<file path="src/rtl/freq_pkg.sv">
// Shared definitions for the frequency-meter blocks: controller states,
// the counter overflow code and the timer sizing helper.
package freq_pkg;

  // Measurement sequence of the gate controller.
  typedef enum logic [2:0] {
    IDLE   = 3'd0,
    CLEAR  = 3'd1,
    GATE   = 3'd2,
    SETTLE = 3'd3,
    LATCH  = 3'd4
  } state_t;

  // Digit code the BCD counter shows on every digit after it overflows.
  localparam logic [3:0] OVF_DIGIT = 4'hE;

  // Width of a down-counter that must hold the largest of three cycle counts.
  function automatic int timer_width(input int a, input int b, input int c);
    int m;
    m = a;
    if (b > m) m = b;
    if (c > m) m = c;
    return $clog2(m + 1);
  endfunction

endpackage

</file>
<file path="src/rtl/cycle_timer.sv">
// Loadable down-counter. Reports done on its last counted cycle and then
// parks at zero, so it never wraps while its owner sits in an untimed state.
module cycle_timer #(
  parameter int WIDTH = 8
) (
  input  logic             clk,
  input  logic             rst_n,
  input  logic             load,
  input  logic [WIDTH-1:0] value,
  output logic             done
);

  logic [WIDTH-1:0] cnt;

  // Count register: load wins, otherwise count down and stop at zero.
  // NOTE: clocked state is assigned with <= so every flop samples pre-edge values.
  always_ff @(posedge clk) begin
    if (!rst_n) begin
      cnt <= '0;
    end else if (load) begin
      cnt <= value;
    end else if (cnt != '0) begin
      cnt <= cnt - WIDTH'(1);
    end
  end

  assign done = (cnt == WIDTH'(1));

endmodule

</file>
<file path="src/rtl/freq_gate_ctrl.sv">
// Gate-timing and result-latch controller for the frequency meter.
// Sequences clear -> gate -> settle -> latch for the downstream BCD counter and
// holds the captured digits stable for the display between measurements.
// Every output comes straight from a flop: count_clear is asynchronous at the
// counter, so a decode glitch on it would corrupt a count.
module freq_gate_ctrl
  import freq_pkg::*;
#(
  parameter int GATE_CYCLES   = 50_000_000,
  parameter int CLEAR_CYCLES  = 2,
  parameter int SETTLE_CYCLES = 4
) (
  input  logic       clk,
  input  logic       rst_n,
  input  logic       run,
  input  logic [3:0] count3,
  input  logic [3:0] count2,
  input  logic [3:0] count1,
  input  logic [3:0] count0,
  output logic       count_ena,
  output logic       count_clear,
  output logic [3:0] disp3,
  output logic [3:0] disp2,
  output logic [3:0] disp1,
  output logic [3:0] disp0,
  output logic       overflow,
  output logic       valid,
  output logic       busy
);

  localparam int TW = timer_width(GATE_CYCLES, CLEAR_CYCLES, SETTLE_CYCLES);

  state_t          state;
  state_t          state_n;
  logic            tmr_load;
  logic [TW-1:0]   tmr_value;
  logic            tmr_done;
  logic            ena_n;
  logic            clear_n;
  logic            busy_n;

  // One timer serves all timed states; it is reloaded on every state change.
  cycle_timer #(
    .WIDTH (TW)
  ) u_timer (
    .clk   (clk),
    .rst_n (rst_n),
    .load  (tmr_load),
    .value (tmr_value),
    .done  (tmr_done)
  );

  // Next-state, timer reload and next-output decode.
  // NOTE: every signal gets a default before the case so no latch is inferred.
  always_comb begin
    state_n   = state;
    tmr_load  = 1'b0;
    tmr_value = '0;

    case (state)
      IDLE:    if (run)      state_n = CLEAR;
      CLEAR:   if (tmr_done) state_n = GATE;
      GATE:    if (tmr_done) state_n = SETTLE;
      SETTLE:  if (tmr_done) state_n = LATCH;
      LATCH:   state_n = run ? CLEAR : IDLE;
      default: state_n = IDLE;
    endcase

    if (state_n != state) begin
      tmr_load = 1'b1;
      case (state_n)
        CLEAR:   tmr_value = TW'(CLEAR_CYCLES);
        GATE:    tmr_value = TW'(GATE_CYCLES);
        SETTLE:  tmr_value = TW'(SETTLE_CYCLES);
        default: tmr_value = '0;
      endcase
    end

    // Outputs are decoded from the next state and registered below, so the
    // pins change on the same edge as the state with no logic after the flop.
    ena_n   = (state_n == GATE);
    clear_n = (state_n == IDLE) || (state_n == CLEAR);
    busy_n  = (state_n != IDLE);
  end

  // State register.
  always_ff @(posedge clk) begin
    if (!rst_n) begin
      state <= IDLE;
    end else begin
      state <= state_n;
    end
  end

  // Counter control flops; clear is held high while idle and in reset.
  always_ff @(posedge clk) begin
    if (!rst_n) begin
      count_ena   <= 1'b0;
      count_clear <= 1'b1;
      busy        <= 1'b0;
    end else begin
      count_ena   <= ena_n;
      count_clear <= clear_n;
      busy        <= busy_n;
    end
  end

  // Result latch: capture digits at the end of LATCH, flag valid alongside.
  // NOTE: the result registers are reset because the display reads them directly.
  always_ff @(posedge clk) begin
    if (!rst_n) begin
      disp3    <= '0;
      disp2    <= '0;
      disp1    <= '0;
      disp0    <= '0;
      overflow <= 1'b0;
      valid    <= 1'b0;
    end else begin
      valid <= (state == LATCH);
      if (state == LATCH) begin
        disp3    <= count3;
        disp2    <= count2;
        disp1    <= count1;
        disp0    <= count0;
        overflow <= (count3 == OVF_DIGIT);
      end
    end
  end

endmodule

</file>
<file path="config.mk">
export PLATFORM = sky130hd
export DESIGN_NAME = freq_gate_ctrl
export DESIGN_NICKNAME = d
export VERILOG_FILES = /design/src/rtl/freq_pkg.sv /design/src/rtl/cycle_timer.sv /design/src/rtl/freq_gate_ctrl.sv
export SDC_FILE = /design/constraint.sdc
export NUM_CORES = 1
export LEC_CHECK = 0
export BUFFER_PORTS_ARGS = -buffer_cell sky130_fd_sc_hd__buf_2
export CORE_UTILIZATION = 55
export DETAILED_ROUTE_END_ITERATION = 6
export GPL_TIMING_DRIVEN = 0
export HOLD_SLACK_MARGIN = 0.03
export PLACE_DENSITY = 0.9
export SETUP_SLACK_MARGIN = 0.05
export SKIP_CTS_REPAIR_TIMING = 1
export SYNTH_ARGS = -nofsm -noshare
export SYNTH_HDL_FRONTEND = slang
export SYNTH_SLANG_ARGS = --single-unit
export TNS_END_PERCENT = 100
</file>
<file path="constraint.sdc">
create_clock -name clk -period 2.5 [get_ports clk]
set_input_delay 0.5 -clock clk [delete_from_list [all_inputs] [get_ports clk]]
set_output_delay 0.5 -clock clk [all_outputs]
set_load 0.01 [all_outputs]
</file>
After elaboration in Yosys (flattened, before gate mapping)
Index checks and enable logic that the tools add are counted.

storage, ports and cells
  bits in registers = 50
  input bits = 19
  output and inout port bits = 21

operators by class
  $add $sub $neg = 1
  equal/unequal tests = 10
  multiplexer cells = 11
  reduce and logical (&&, ||, !) cells = 6

operator list
  kind                                                count
  2-to-1 mux 26 bit                                   3
  case mux 26 bit (3 select lines)                    1
  == test 26 x 1 -> 1 bit, second input constant      1
  nonzero test 26 bit                                 1
  subtractor 26 x 1 -> 26 bit, second input constant  1
  case mux 3 bit (5 select lines)                     1
  == test 3 x 2 -> 1 bit, second input constant       4
  2-to-1 mux 3 bit                                    4
  == test 3 x 1 -> 1 bit, second input constant       2
  zero test 3 bit                                     2
  == test 4 bit, second input constant                1
  == test 3 bit, second input constant                1
  inequality test 3 bit                               1
  nonzero test 3 bit                                  1
  2-to-1 mux 1 bit                                    2
  nonzero test 2 bit                                  1
  logical OR 1 bit                                    1

Depth between registers and ports, before layout
Gate-level depths: netlist of the first run.

  depth after elaboration = 7
  mapped depth = 8
  mapped depth without buffers = 7

Modules after synthesis
Synthesis of the first run repeated with hierarchy kept, for this count alone.

second synthesis, totals
  cell total of the unflattened synthesis = 298
  area, all modules = 2603.7 sq um

by module, submodules not included
  module          times used  cells each  area each (sq um)  sequential area each (sq um)
  cycle_timer     1           193         1581.5             520.5
  freq_gate_ctrl  1           105         1022.2             480.5

Worst setup path before layout of the first run
No wires, ideal clock.

  path kind = reg-to-reg
  from = register u_timer.cnt[1]
  to = register u_timer.cnt[1]
  setup time = 119 ps
  data arrival time = 1891 ps
  required time = 2381 ps
  slack = 490 ps
  stages on the path, launching flop included = 7
  buffers on the path = 0
  clock period less this slack = 2010 ps
  path through = dfxtp_1 -> inv_1 -> ha_1 -> o21ai_2 -> or4bb_1 -> or3_4 -> o221a_1

between the ends
  cells in the longest elaborated chain, start to end = 7
  elaborated cells between the ends (all ways) = 17
  those cells by class = add/sub (1); eq/ne (5); mux (9); reduce/logical (2)

RTL lines
  item                                                                     line                                                              text
  start, declared                                                          cycle_timer.sv:13                                                 logic [WIDTH-1:0] cnt;
  start signal, assigned                                                   cycle_timer.sv:21                                                 cnt <= value;
  start signal, assigned                                                   cycle_timer.sv:23                                                 cnt <= cnt - WIDTH'(1);
  == test 26 x 1 -> 1 bit                                                  cycle_timer.sv:27                                                 assign done = (cnt == WIDTH'(1));
  2-to-1 mux 3 bit (on tied branches)                                      freq_gate_ctrl.sv:64, freq_gate_ctrl.sv:62, freq_gate_ctrl.sv:63
  case mux 3 bit (5 select lines)                                          freq_gate_ctrl.sv:60                                              case (state)
  == test 3 x 2 -> 1 bit / == test 3 x 1 -> 1 bit (equally long branches)  freq_gate_ctrl.sv:71                                              case (state_n)
  case mux 26 bit (3 select lines)                                         freq_gate_ctrl.sv:71
  2-to-1 mux 26 bit                                                        freq_gate_ctrl.sv:69                                              if (state_n != state) begin
  2-to-1 mux 26 bit                                                        cycle_timer.sv:20                                                 end else if (load) begin

Parallel ways exist; a longest one is shown, timed or not. The select of a mux whose other input is x is not followed.
A chain may end at the register's enable or synchronous reset.

Final worst setup path of the first run
  from = register u_timer.cnt[1]
  to = register u_timer.cnt[2]

The elaborated chain is that of the path after synthesis.

==> impl_results.rst, run 1 <==
.. list-table::
   :header-rows: 1

   * - Metric
     - Value
   * - Bufs on Longest Clock Path
     - 2
   * - Post-synthesis cell type count
     - 53
   * - Post-synth top flop
     - sky130_fd_sc_hd__dfxtp_1
   * - Count of final max-slew check failures
     - 0
   * - Hold Path Class
     - in -> reg
   * - Area taken by multi-input logic gates
     - 1410 um2
   * - Cells after Synth
     - 282
   * - DRC Markers
     - 0
   * - Worst Setup Path Type
     - reg -> reg
   * - Skew final
     - 0.00674 ns
   * - RD Place Congestion
     - 0.892
   * - Cell with the most instances after synthesis
     - sky130_fd_sc_hd__dfxtp_1
   * - Row Count
     - 23
   * - Wire length of the first global-routing pass
     - 8900 um
   * - Result of the run
     - complete, no violations
   * - Die outline width
     - 69.0 um
   * - CP max-delay cell
     - sky130_fd_sc_hd__or4bb_1
   * - Final setup violation count
     - 0
   * - Average via count per standard cell
     - 5.79
   * - Largest fanout on the critical path
     - 7
   * - Sequential element share of the synthesized area
     - 0.406
   * - Startpoint kind of the worst setup timing path
     - flip-flop
   * - Area enclosed by the die boundary
     - 4760 um2
   * - Sinks on Clock Net
     - 50
   * - Final worst path period need
     - 2.27 ns
   * - Number of flops mapped to enable cells by yosys
     - 0
   * - Headroom to the max-slew limit
     - 0.545
   * - Port buffer count
     - 39
   * - Aggregate global-route resource usage
     - 0.253
   * - Area of the placeable core
     - 4140 um2
   * - Via count
     - 2,195
   * - Worst reg2reg path depth
     - 7
   * - Post-DP HPWL
     - 3900 um
   * - Final net count
     - 350
   * - Type of element capturing the critical path
     - flip-flop
   * - H-tree depth reported by CTS
     - 2
   * - Worst Path Required
     - 2.70 ns
   * - Maximum ir drop on the vdd rail
     - 0.000840 V
   * - Hold Path Stages
     - 3
   * - Leakage dissipation
     - 1.14 nW
   * - Fmax achieved
     - 0.441 GHz
   * - Number of filler instances in the final layout
     - 319
   * - Wire length per cell after detailed routing
     - 14.8 um
   * - Number of global-route vias before repair
     - 2,031
   * - Number of buffers created by CTS
     - 5
   * - Seq. cell area
     - 1000 um2
   * - Share of Yosys cell area claimed by the top area cell type
     - 0.406
   * - Post-route fraction of the period consumed by the critical path
     - 0.906
   * - Leading post-synthesis cells by instance count
     - sky130_fd_sc_hd__dfxtp_1, sky130_fd_sc_hd__nand2_1, sky130_fd_sc_hd__a21oi_1, sky130_fd_sc_hd__nor2_1, sky130_fd_sc_hd__xnor2_1
   * - Insertion delay to the later sink of the worst-skew pair
     - 0.31 ns
   * - Biggest area contributors in the synthesized netlist
     - sky130_fd_sc_hd__dfxtp_1, sky130_fd_sc_hd__nand2_1, sky130_fd_sc_hd__a21oi_1
   * - Delay of the slowest cell on the worst path
     - 0.59 ns
   * - Initial antenna violation count
     - 0
   * - Number of DRC violations after detailed-routing iteration 0
     - 104
   * - Clock Tree Root
     - sky130_fd_sc_hd__clkbuf_8
   * - Utilization after layout
     - 0.688
   * - Cells along the critical path
     - inv_1 > ha_1 > o21ai_2 > or4bb_1 > or3_4 > nand2_1 > nor2_1
   * - Number of search-and-repair iterations in the first detailed-routing pass
     - 4
   * - Remaining number of nets flagged by the antenna check after routing
     - 0
   * - Mapped Area
     - 2470 um2
   * - CP arrival
     - 2.46 ns
   * - Antenna Diode Count
     - 0
   * - Number of maximum-capacitance constraint violations
     - 0
   * - Effective utilization at floorplan
     - 0.595
   * - Growth of design area from synthesis to finish
     - 15.5%
   * - Mean Syn Cell Area
     - 8.75 um2
   * - Fraction of layout cells with a size suffix above 1
     - 0.216
   * - Syn_nets
     - 304
   * - Power density relative to cell area
     - 1310 nW/um2
   * - Clock tree from TritonCTS
     - built
   * - Worst slew pin tran
     - 0.681 ns
   * - Vertical die dimension
     - 69.0 um
   * - Maximum number of pins on one net before global-route repair
     - 17
   * - Setup repair after global routing missed its margin
     - no
   * - I/O pins
     - 40
   * - Overall routed net length
     - 5600 um
   * - Sum of negative setup slack
     - 0 ns
   * - Overall overflow remaining after global route
     - 0
   * - Cell type with the highest aggregate area in the netlist
     - sky130_fd_sc_hd__dfxtp_1
   * - Clock transition time at the flip-flop clock pins of the worst setup and hold paths
     - 0.09 ns
   * - Async set or reset register ratio after synthesis
     - 0
   * - Register bit total from synthesis
     - 50
   * - Final hold violation count
     - 0
   * - Yosys warns
     - 0
==> cell families (layout without fill, tap and decap cells) <==
group | count (synthesis) | in the layout | synth area share
AO/OA/AOI/OAI | 58 | 58 | 0.154
XOR/XNOR | 19 | 19 | 0.0674
adder cells (fa/ha/maj) | 3 | 3 | 0.0152
buffers and inverters | 14 | 61 | 0.0294
flip-flops | 50 | 50 | 0.406
AND/OR/NAND/NOR | 138 | 138 | 0.329
==> per-stage QoR <==
stage	total power, mW	instances	hold slack [ns]	setup slack, ns	instance area, um2
2_1_floorplan	2.70	282	0.474	0.490	2470
5_1_grt	4.02	379	0.427	0.0926	2850
3_3_place_gp	3.03	371	0.439	0.276	2730
3_5_place_dp	3.09	371	0.448	0.202	2730
6_report	3.74	379	0.422	0.234	2850
4_1_cts	3.68	379	0.418	0.214	2840
==> sequential cells by signal (all words and copies together), names as in the netlist <==
signal,flops
disp2,4
count_ena,1
busy,1
count_clear,1
overflow,1
state,3
disp1,4
disp3,4
u_timer.cnt,26
disp0,4
valid,1
==> layer usage <==
metal | up-vias | GRT usage | wire length (um)
li1 | 1120 | - | -
met1 | 1012 | 0.312 | 2490
met2 | 50 | 0.416 | 2770
met3 | 13 | 0.0526 | 228
met4 | 0 | 0.120 | 112
met5 | - | 0 | 0
==> path summary, 6_finish.rpt <==
| check | slack (ns) | endpoint | from |
|---|---|---|---|
| hold reg to reg | 0.46 | disp1[0] | disp1[0] |
| setup reg to reg | 0.23 | u_timer.cnt[2] | u_timer.cnt[1] |
| hold / removal | 0.42 | disp1[3] | count1[3] |
| setup / recovery | 0.23 | u_timer.cnt[2] | u_timer.cnt[1] |
==> critical path: cells and delay by family (launching register included) <==
kind | cells | cell delay (ns)
buffers and inverters | 1 | 0.10
flip-flops | 1 | 0.42
AO/OA/AOI/OAI | 1 | 0.18
adder cells (fa/ha/maj) | 1 | 0.25
AND/OR/NAND/NOR | 4 | 1.21
==> power by group <==
| group | switching, mW | leakage (nW) | total (mW) | internal [mW] |
|---|---|---|---|---|
| clock | 0.277 | 0.0585 | 0.577 | 0.300 |
| sequential | 0.184 | 0.406 | 1.12 | 0.937 |
| combinational | 1.22 | 0.678 | 2.05 | 0.827 |
| total | 1.68 | 1.14 | 3.74 | 2.06 |
==> cell usage in the layout, fill, tap and decap left out, types with 4 or more instances in the layout <==
cell type	synthesis	layout
sky130_fd_sc_hd__o21ai_0	9	9
sky130_fd_sc_hd__nor4_1	6	6
sky130_fd_sc_hd__buf_2	1	40
sky130_fd_sc_hd__dfxtp_1	50	50
sky130_fd_sc_hd__nand2_1	44	44
sky130_fd_sc_hd__clkbuf_1	7	7
sky130_fd_sc_hd__clkbuf_8	0	5
sky130_fd_sc_hd__and3_1	4	4
sky130_fd_sc_hd__nor2_1	23	23
sky130_fd_sc_hd__xnor2_1	11	11
sky130_fd_sc_hd__nand3_1	4	4
sky130_fd_sc_hd__o211ai_1	6	6
sky130_fd_sc_hd__nand4_1	9	9
sky130_fd_sc_hd__xor2_1	8	8
sky130_fd_sc_hd__nor3_1	8	8
sky130_fd_sc_hd__a21oi_1	26	26
sky130_fd_sc_hd__or4_1	7	7
==> layout make-up <==
type	instances	area share
plain buffers	11	0.0215
inverters	3	0.00395
repair buffers	39	0.0685
clock inverters	3	0.0154
multi-input cells	218	0.493
flip-flops and latches	50	0.351
well taps	50	0.0219
clock buffers	5	0.0241
Note: power is estimated with default switching activity, not from simulation.
==> run 2, diff against run 1 <==
Settings changed: PLACE_DENSITY 0.9 to 0.84.
==> run 2 against run 1 <==
  * Clock power about the same
  * Highest routed layer unchanged
  * Clock skew increased by 0.0037 ns
  * Non-clock buffer count unchanged
  * Register-to-register slack got worse by 0.07 ns
  * Final cell count unchanged
  * Maximum frequency decreased by 3.1%
  * Critical endpoint unchanged
==> impl_results.rst, run 2 (same netlist as run 1, synthesis figures left out) <==
.. list-table::
   :header-rows: 1

   * - Metric
     - Value
   * - Final worst path period need
     - 2.34 ns (+0.0725 ns)
   * - Final hold violation count
     - 0 (unchanged)
   * - Top Family by Delay on Critical Path
     - simple AND/OR/NAND/NOR gates
   * - Number of maximum-capacitance constraint violations
     - 0 (unchanged)
   * - DRC Markers
     - 0 (unchanged)
   * - Skew final
     - 0.0104 ns (+0.00366 ns)
   * - Final setup violation count
     - 0 (unchanged)
   * - Row Count
     - 23 (unchanged)
   * - RD Place Congestion
     - 0.891 (-0.15%)
   * - Sum of negative setup slack
     - 0 ns (unchanged)
   * - Number of global-route vias before repair
     - 1,929 (-5.0%)
   * - Type of element capturing the critical path
     - flip-flop
   * - Worst reg2reg path depth
     - 7 (unchanged)
   * - Worst Setup Path Type
     - reg -> reg
   * - Post-DP HPWL
     - 3930 um (+0.59%)
   * - Bufs on Longest Clock Path
     - 2 (unchanged)
   * - Cells along the critical path
     - inv_1 > ha_1 > o21ai_2 > or4bb_1 > or3_4 > nand2_1 > nor2_1
   * - WHS
     - 0.406 ns (-0.0160 ns)
   * - I/O pins
     - 40 (unchanged)
   * - Clock Tree Root
     - sky130_fd_sc_hd__clkbuf_8
   * - Growth of design area from synthesis to finish
     - 15.2%
   * - Fmax achieved
     - 0.428 GHz (-3.1%)
   * - Worst Path Buf+Inv
     - 1 (unchanged)
   * - Worst slew pin tran
     - 0.632 ns (-0.0491 ns)
   * - Insertion delay to the later sink of the worst-skew pair
     - 0.32 ns (about the same)
   * - Wire length of the first global-routing pass
     - 8580 um (-3.7%)
   * - Wire length per cell after detailed routing
     - 14.5 um (-1.9%)
   * - Remaining number of nets flagged by the antenna check after routing
     - 0 (unchanged)
   * - Initial antenna violation count
     - 0 (unchanged)
   * - Register-to-register setup slack
     - 0.16 ns (-0.07 ns)
   * - Hold Path Stages
     - 3 (unchanged)
   * - Hold path start
     - count0[1]
   * - Area enclosed by the die boundary
     - 4760 um2 (unchanged)
   * - Top library cells by usage in the layout, fill and taps aside
     - sky130_fd_sc_hd__dfxtp_1, sky130_fd_sc_hd__nand2_1, sky130_fd_sc_hd__buf_2, sky130_fd_sc_hd__a21oi_1, sky130_fd_sc_hd__nor2_1
   * - Startpoint kind of the worst setup timing path
     - flip-flop
   * - Number of buffers created by CTS
     - 5 (unchanged)
   * - Worst Path Required
     - 2.71 ns (about the same)
   * - Register name with the most flops
     - u_timer.cnt
   * - Most common library cell in the layout ignoring fill and taps
     - sky130_fd_sc_hd__dfxtp_1
   * - Overall overflow remaining after global route
     - 0 (unchanged)
   * - Startpoint of the worst register-to-register path
     - u_timer.cnt[1]
   * - Maximum ir drop on the vdd rail
     - 0.000796 V (-5.3%)
   * - Clock transition time at the flip-flop clock pins of the worst setup and hold paths
     - 0.10 ns (about the same)
   * - Largest register FFs
     - 26 (unchanged)
   * - Clock tree from TritonCTS
     - built
   * - Setup repair after global routing missed its margin
     - no
   * - Area of the placeable core
     - 4140 um2 (unchanged)
   * - H-tree depth reported by CTS
     - 2 (unchanged)
   * - Worst r2r dst
     - u_timer.cnt[2]
   * - Hold Path Class
     - in -> reg
   * - Least setup slack across all paths after layout
     - 0.161 ns (-0.0725 ns)
   * - Sinks on Clock Net
     - 50 (unchanged)
   * - Delay of the slowest cell on the worst path
     - 0.61 ns (+0.02 ns)
   * - Overall routed net length
     - 5490 um (-1.9%)
   * - Largest fanout on the critical path
     - 7 (unchanged)
   * - Result of the run
     - complete, no violations
   * - Via count
     - 2,196 (+0.046%)
   * - Number of DRC violations after detailed-routing iteration 0
     - 146 (+40%)
   * - Vertical die dimension
     - 69.0 um (unchanged)
   * - Average via count per standard cell
     - 5.79 (about the same)
   * - CP max-delay cell
     - sky130_fd_sc_hd__or4bb_1
   * - Antenna Diode Count
     - 0 (unchanged)
   * - Fraction of layout cells with a size suffix above 1
     - 0.216 (unchanged)
   * - Hold-critical path endpoint
     - disp0[1]
   * - Effective utilization at floorplan
     - 0.595 (unchanged)
   * - Post-route fraction of the period consumed by the critical path
     - 0.935 (+0.0290)
   * - Maximum number of pins on one net before global-route repair
     - 17 (unchanged)
   * - Final net count
     - 350 (unchanged)
   * - CP arrival
     - 2.55 ns (+0.09 ns)
   * - Number of search-and-repair iterations in the first detailed-routing pass
     - 4 (unchanged)
   * - Die outline width
     - 69.0 um (unchanged)
   * - Count of final max-slew check failures
     - 0 (unchanged)
   * - Headroom to the max-slew limit
     - 0.577 (+0.0329)
   * - Number of filler instances in the final layout
     - 343 (+7.5%)
   * - Worst-case setup slack after placement
     - 0.249 ns (+0.0469 ns)
   * - Aggregate global-route resource usage
     - 0.246 (-0.00629)
   * - Power consumption
     - 3.70 mW (-1.1%)
   * - Leakage dissipation
     - 1.14 nW (-0.17%)
   * - Power density relative to cell area
     - 1300 nW/um2 (-0.84%)
   * - Port buffer count
     - 39 (unchanged)
-- run 2: cell counts in the layout (fill, tap and decap cells not counted) --
Identical to the previous run, type by type.
-- run 2: how the worst max path moves through the flow --
stage | from | to | cells past startpoint
4_1_cts | u_timer.cnt[1] | u_timer.cnt[2] | 7
3_3_place_gp | u_timer.cnt[1] | u_timer.cnt[2] | 7
2_1_floorplan | u_timer.cnt[1] | u_timer.cnt[1] | 6
3_5_place_dp | u_timer.cnt[18] | u_timer.cnt[11] | 6
5_1_grt | u_timer.cnt[18] | u_timer.cnt[11] | 6
6_report | u_timer.cnt[1] | u_timer.cnt[2] | 7
-- run 2: worst register-to-register path, stage by stage (launching register included) --
cell and delay, ns:
sky130_fd_sc_hd__dfxtp_1 0.43, sky130_fd_sc_hd__inv_1 0.11, sky130_fd_sc_hd__ha_1 0.26, sky130_fd_sc_hd__o21ai_2 0.19
sky130_fd_sc_hd__or4bb_1 0.61, sky130_fd_sc_hd__or3_4 0.36, sky130_fd_sc_hd__nand2_1 0.18, sky130_fd_sc_hd__nor2_1 0.08
-- run 2: through the flow --
step                std cells   util  area (um2)
floorplan                 282      -        2470
global placement          371  0.658        2730
detailed placement        371  0.658        2730
CTS                       379  0.685        2840
global route              379  0.686        2840
finish                    379  0.686        2840
-- run 2: layout make-up --
type | count | area, um2 | share of cell area
tap | 50 | 62.6 | 0.0220
inverter | 3 | 11.3 | 0.00396
buffer | 11 | 61.3 | 0.0216
sequential | 50 | 1000 | 0.352
clock inverter | 3 | 43.8 | 0.0154
timing repair buffer | 39 | 195 | 0.0687
clock buffer | 5 | 68.8 | 0.0242
multi-input combinational | 218 | 1400 | 0.492
-- run 2: power by group --
| group | switching (mW) | internal (mW) | leakage [nW] |
|---|---|---|---|
| logic | 1.19 | 0.814 | 0.676 |
| registers | 0.184 | 0.937 | 0.406 |
| clock network | 0.278 | 0.300 | 0.0585 |
| total | 1.65 | 2.05 | 1.14 |
-- run 2: routing by layer --
metal	GRT usage	vias to the layer above	wire, um
li1	-	1108	-
met1	0.304	1023	2480
met2	0.409	55	2640
met3	0.0510	10	261
met4	0.110	0	110
met5	0	-	0
